==> config.mk <==
export PLATFORM = sky130hd
export DESIGN_NAME = rename_register_file
export DESIGN_NICKNAME = d
export VERILOG_FILES = /design/src/rtl/rename_register_file.sv
export SDC_FILE = /design/constraint.sdc
export NUM_CORES = 2
export LEC_CHECK = 0
export CORE_AREA = 2 2 551 553
export DETAILED_ROUTE_END_ITERATION = 10
export DIE_AREA = 0 0 553 555
export PLACE_DENSITY = 0.42
export SYNTH_ARGS = -nofsm -noshare
export SYNTH_HDL_FRONTEND = slang
export SYNTH_SLANG_ARGS = --single-unit
==> constraint.sdc <==
create_clock -name clk -period 40.4 [get_ports clk]
set_clock_uncertainty 0.05 [all_clocks]
set_input_delay 6.06 -clock clk [delete_from_list [all_inputs] [get_ports clk]]
set_output_delay 6.06 -clock clk [all_outputs]
set_load 0.02 [all_outputs]
==> src/rtl/rename_register_file.sv <==
// Architectural register file with one ROB rename tag per register, N read / M commit ports.
// Define RF_COMMIT_BYPASS_EN to forward same-cycle commits onto the read ports.
module rename_register_file #(
    parameter int XLEN             = 32,
    parameter int ROB_TAG_WIDTH    = 4,
    parameter int NUM_READ_PORTS   = 2,
    parameter int NUM_COMMIT_PORTS = 2
) (
    input  logic                                    clk,
    input  logic                                    reset,
    input  logic [NUM_READ_PORTS*5-1:0]             rs_index,
    output logic [NUM_READ_PORTS*XLEN-1:0]          rs_data,
    output logic [NUM_READ_PORTS*ROB_TAG_WIDTH-1:0] rs_rob_tag,
    output logic [NUM_READ_PORTS-1:0]               rs_rob_tag_valid,
    input  logic                                    alloc_en,
    input  logic [4:0]                              alloc_rd_index,
    input  logic [ROB_TAG_WIDTH-1:0]                alloc_tag,
    input  logic [NUM_COMMIT_PORTS-1:0]             commit_en,
    input  logic [NUM_COMMIT_PORTS*5-1:0]           commit_rd_index,
    input  logic [NUM_COMMIT_PORTS*ROB_TAG_WIDTH-1:0] commit_rob_tag,
    input  logic [NUM_COMMIT_PORTS*XLEN-1:0]        commit_data,
    input  logic                                    flush
);

    logic [XLEN-1:0]          data_q  [32];
    logic [XLEN-1:0]          data_d  [32];
    logic [ROB_TAG_WIDTH-1:0] tag_q   [32];
    logic [ROB_TAG_WIDTH-1:0] tag_d   [32];
    logic [31:0]              valid_q;
    logic [31:0]              valid_d;
    logic [31:0]              clear;

    logic [4:0]               c_rd   [NUM_COMMIT_PORTS];
    logic [ROB_TAG_WIDTH-1:0] c_tag  [NUM_COMMIT_PORTS];
    logic [XLEN-1:0]          c_data [NUM_COMMIT_PORTS];
    logic [4:0]               r_idx  [NUM_READ_PORTS];

    for (genvar p = 0; p < NUM_COMMIT_PORTS; p++) begin : g_commit_unpack
        assign c_rd[p]   = commit_rd_index[5*p +: 5];
        assign c_tag[p]  = commit_rob_tag[ROB_TAG_WIDTH*p +: ROB_TAG_WIDTH];
        assign c_data[p] = commit_data[XLEN*p +: XLEN];
    end

    for (genvar rp = 0; rp < NUM_READ_PORTS; rp++) begin : g_read_unpack
        assign r_idx[rp] = rs_index[5*rp +: 5];
    end

    // Ports are walked in ascending order so the youngest commit's data lands last.
    always_comb begin
        data_d  = data_q;
        tag_d   = tag_q;
        valid_d = valid_q;
        clear   = '0;
        for (int p = 0; p < NUM_COMMIT_PORTS; p++) begin
            if (commit_en[p] && (c_rd[p] != 5'd0)) begin
                data_d[c_rd[p]] = c_data[p];
                if (valid_q[c_rd[p]] && (c_tag[p] == tag_q[c_rd[p]])) begin
                    clear[c_rd[p]] = 1'b1;
                end
            end
        end
        if (flush) begin
            for (int r = 0; r < 32; r++) begin
                tag_d[r] = '0;
            end
            valid_d = '0;
        end else begin
            for (int r = 0; r < 32; r++) begin
                if (clear[r]) begin
                    tag_d[r]   = '0;
                    valid_d[r] = 1'b0;
                end
            end
            // A fresh rename outranks a clear from the commit of an older producer.
            if (alloc_en && (alloc_rd_index != 5'd0)) begin
                tag_d[alloc_rd_index]   = alloc_tag;
                valid_d[alloc_rd_index] = 1'b1;
            end
        end
    end

    always_ff @(posedge clk or posedge reset) begin
        if (reset) begin
            for (int r = 0; r < 32; r++) begin
                data_q[r] <= '0;
                tag_q[r]  <= '0;
            end
            valid_q <= '0;
        end else begin
            data_q  <= data_d;
            tag_q   <= tag_d;
            valid_q <= valid_d;
        end
    end

    always_comb begin
        rs_data          = '0;
        rs_rob_tag       = '0;
        rs_rob_tag_valid = '0;
        for (int rp = 0; rp < NUM_READ_PORTS; rp++) begin
            if (r_idx[rp] != 5'd0) begin
                rs_data[XLEN*rp +: XLEN]                   = data_q[r_idx[rp]];
                rs_rob_tag[ROB_TAG_WIDTH*rp +: ROB_TAG_WIDTH] = tag_q[r_idx[rp]];
                rs_rob_tag_valid[rp]                       = valid_q[r_idx[rp]];
`ifdef RF_COMMIT_BYPASS_EN
                // Later (younger) matching ports overwrite earlier ones, including the tag view.
                for (int p = 0; p < NUM_COMMIT_PORTS; p++) begin
                    if (commit_en[p] && (c_rd[p] == r_idx[rp])) begin
                        rs_data[XLEN*rp +: XLEN] = c_data[p];
                        if (valid_q[r_idx[rp]] && (c_tag[p] == tag_q[r_idx[rp]])) begin
                            rs_rob_tag[ROB_TAG_WIDTH*rp +: ROB_TAG_WIDTH] = '0;
                            rs_rob_tag_valid[rp]                       = 1'b0;
                        end else begin
                            rs_rob_tag[ROB_TAG_WIDTH*rp +: ROB_TAG_WIDTH] = tag_q[r_idx[rp]];
                            rs_rob_tag_valid[rp]                       = valid_q[r_idx[rp]];
                        end
                    end
                end
`endif
            end
        end
    end

endmodule

==> results <==
- The die width is 553 µm.
- The routed layout has 57,836 vias.
- Setup repair after global routing left no endpoint under its margin.
- The nature of the critical path endpoint is a primary output.
- The total wire length is 333.9 mm.
- The max-slew violation count came to 0.
- The worst min-delay path startpoint is data_q[1003].
- The worst-path cell with the longest stage delay is sky130_fd_sc_hd__buf_4.
- The area added between synthesis and finish is 14.46%.
- The wire length of the first global-routing pass is 468.5 mm.
- CTS placed an instance of sky130_fd_sc_hd__clkbuf_16 at the clock tree root.
- The number of different library cells used by synthesis comes to 61.
- The first TritonRoute pass finished after 6 iterations.
- In this run, synthesis inferred 0 flip-flops with an integrated enable.
- The number of buffers and inverters on the critical path is 4.
- In this run the static leakage power is 36.00 nW.
- For hold timing, the worst endpoint is data_q[1003].
- Clock latency on the worst-skew pair, taken at its later pin, is 0.84 ns.
- The number of cells traversed by the worst hold path is 0.
- The core region area is 301,300 µm².
- The worst path in the final design needs a cycle of 17.15 ns, including I/O delays and setup.
- The tree built by TritonCTS fans out to 1,184 sinks.
- The critical path in this run is classified as in -> out.
- The mean number of vias per cell is 5.528.
- 181 I/O pins were placed.
- Of all flip-flops after synthesis, the portion carrying an async set or reset was 100.0%.
- The peak clock frequency supported by timing is 58.30 MHz.
- The count of final hold-check violations came to 0.
- When the netlist entered floorplanning its net count stood at 6,749.
- The final period utilization is 42.46%.
- The number of warning messages in the yosys log is 0.
- The cts-stage hold buffer count is 0.
- The ratio of cells with drive above 1 in the final layout is 20.32%.
- The final core utilization is 28.48%.
- The number of global-route vias before repair came to 56,451.
- For the worst setup path, the data required time is 34.29 ns.
- For this run, the total global-route usage over all layers was measured as 21.36%.
- The final weighted congestion of routability-driven global placement is 0.8851.
- The height of the chip is 555 µm.
- After synthesis, flip-flops and latches occupy 39.52% of the total area.
- The number of levels in the clock H-tree is 4.
- Ranked by instance count, the synthesized netlist is headed by sky130_fd_sc_hd__dfrtp_1 (1,184), sky130_fd_sc_hd__mux2i_1 (1,147), sky130_fd_sc_hd__nor2_1 (878), sky130_fd_sc_hd__a21oi_1 (771), sky130_fd_sc_hd__mux4_2 (766).
- The final worst hold slack is 0.3439 ns.
- The worst register-to-register path begins at tag_q[122].
- After global routing the overflow that remains totals 0.
- The post-detailed-placement cell area is 80,570 µm².
- The post-synthesis average cell area is 11.29 µm².
- After synthesis the cells add up to 74,970 µm².
- The per-cell routed wire length is 31.91 µm.
- The cell family contributing the most delay on the critical path is buffers and inverters.
- The area of the multi-input gates is 42,650 µm².
- Walking the worst path, the cells encountered are buf_8 -> buf_4 -> buf_4 -> mux4_2 -> mux4_2 -> mux2i_1 -> nor2_1 -> clkdlybuf4s50_1.
- The register bit count reported by yosys is 1,184.
- Setup violations remaining at the end of the flow were counted as 0.
- The largest single stage delay on the critical path is 0.94 ns.
- The share of the synthesized area in the top cell type is 39.52%.
- After clock tree synthesis, the clock-pin slew on the worst setup and hold paths is 0.06 ns.
- The finished cells cover 85,810 µm².
- The longest clock path from root to sink contains 3 buffers.
- The worst reg-to-reg setup slack is 35.80 ns.
- In this run, post-CTS repair resized a total of 0 instances.
- The library cell with the largest summed area after synthesis is sky130_fd_sc_hd__dfrtp_1.
- The CTS tree is built.
- The DRC violations left is 0.
- In this run, CTS created clock tree buffers numbering 151.
- The synthesized instance count is 6,642.
- The tool flagged a number of max-cap violations equal to 0.
- The most frequently used cell type in the post-synthesis netlist is sky130_fd_sc_hd__dfrtp_1.
- Post-CTS timing repair inserted 0 buffers for setup.
- The data arrival time of the critical path is 11.04 ns.
- The die area is 306,900 µm².
- In this run the worst path has a maximum fanout of 75.
- The design draws 4.151 mW.
- The kind of start point of the critical path is an input port.
- The register area is 29,630 µm².
- The endpoint of the lowest-slack register-to-register path is tag_q[63].
- Setup total negative slack on the finished layout was measured at 0 ns.
- Row generation in the floorplan step produced 202 rows.
- The peak supply drop is 47.27 µV.
- The number of antenna-violating nets in the routed design is 0.
- The initial cell density of the core is 24.89%.
- In the post-synthesis netlist, the biggest area contributors are sky130_fd_sc_hd__dfrtp_1 (40%), sky130_fd_sc_hd__mux4_2 (23%), sky130_fd_sc_hd__mux2i_1 (15%).
- The net count of the finished layout is 6,466.
- The most used flip-flop cell after synthesis is sky130_fd_sc_hd__dfrtp_1.
- Measured against its own limit, the worst slew margin works out to 11.72%.
- For the worst flop-to-flop path, the logic depth is 8.
- For the pin with the worst max-slew slack, the measured transition is 1.320 ns.
- The run finished with clean final reports.
- The worst hold-check path type is reg -> reg.
- The pin count of the biggest net entering global routing is 145.
- The number of buffers added on ports is 180.
- The initial DRC count is 6,671.
- The power per cell area is 48.37 nW/µm².
- Fill cells in the final layout number 30,967.
- The initial antenna violation count is 24.
- Detailed placement ended at an HPWL of 199.1 mm.
[cells in the final DEF, fill, tap and decap left out, types with 13 or more instances in the layout]
| master | count |
|---|---|
| sky130_fd_sc_hd__nor4_1 | 15 |
| sky130_fd_sc_hd__clkbuf_8 | 38 |
| sky130_fd_sc_hd__clkbuf_16 | 151 |
| sky130_fd_sc_hd__nand2_1 | 293 |
| sky130_fd_sc_hd__o22ai_1 | 166 |
| sky130_fd_sc_hd__a21oi_1 | 771 |
| sky130_fd_sc_hd__o21ai_0 | 226 |
| sky130_fd_sc_hd__nor2_4 | 13 |
| sky130_fd_sc_hd__and3_1 | 14 |
| sky130_fd_sc_hd__clkinv_2 | 23 |
| sky130_fd_sc_hd__nor2_1 | 863 |
| sky130_fd_sc_hd__nor2b_1 | 13 |
| sky130_fd_sc_hd__clkdlybuf4s50_1 | 167 |
| sky130_fd_sc_hd__mux2i_1 | 1147 |
| sky130_fd_sc_hd__mux4_2 | 766 |
| sky130_fd_sc_hd__clkbuf_1 | 33 |
| sky130_fd_sc_hd__dfrtp_1 | 1184 |
| sky130_fd_sc_hd__a32oi_1 | 23 |
| sky130_fd_sc_hd__buf_4 | 191 |
| sky130_fd_sc_hd__nand2_4 | 32 |
| sky130_fd_sc_hd__a32o_1 | 32 |
| sky130_fd_sc_hd__nand3_1 | 109 |
| sky130_fd_sc_hd__o32ai_2 | 18 |
[per-layer routing]
layer  vias to the layer above  track usage, %  wire (µm)
met2                      2679           33.35     152700
met1                     30296           29.72     144900
met4                        24           6.845      10910
met5                         -               0        145
li1                      24322               -          -
met3                       515           4.006      25200
[state kept, by name, indices dropped and copies added (netlist names)]
signal and count:
data_q 1024, tag_q 128, valid_q 32
[worst max-delay path by stage]
stage,startpoint,to,slack (ns),cells after the start
CTS,rs_index[1],rs_data[0],23.32,8
floorplan,reset,data_q[0],0.94,1
detailed placement,rs_index[1],rs_data[0],23.32,8
finish,rs_index[1],rs_data[0],23.25,8
global route,rs_index[1],rs_data[0],23.25,8
global placement,rs_index[1],rs_data[0],23.40,8
[final cells by class]
type	count	area share [%]
multi-input combinational	4645	49.70
sequential	1184	34.53
tap	3978	5.800
clock buffer	220	5.125
timing repair buffer	371	3.841
clock inverter	55	0.9565
inverter	6	0.03791
antenna	4	0.01166
[per-stage QoR]
| stage | worst slack [ns] | instances |
|---|---|---|
| after global placement | 23.40 | 10183 |
| after detailed placement | 23.32 | 10183 |
| final | 23.25 | 10463 |
| after CTS | 23.32 | 10458 |
| after floorplan | 0.9371 | 6642 |
| after global routing | 23.25 | 10463 |
[power by group]
| group | internal (mW) | switching [mW] |
|---|---|---|
| registers | 1.46 | 0.222 |
| logic | 0.560 | 0.462 |
| clock network | 0.841 | 0.605 |
[cell families after synthesis]
group / synth area share, %
xor+xnor: 0.08012
flops: 39.52
buf+inv: 4.234
compound gates: 9.685
mux: 38.44
simple gates: 8.037
Note: power is estimated with default switching activity, not from simulation.
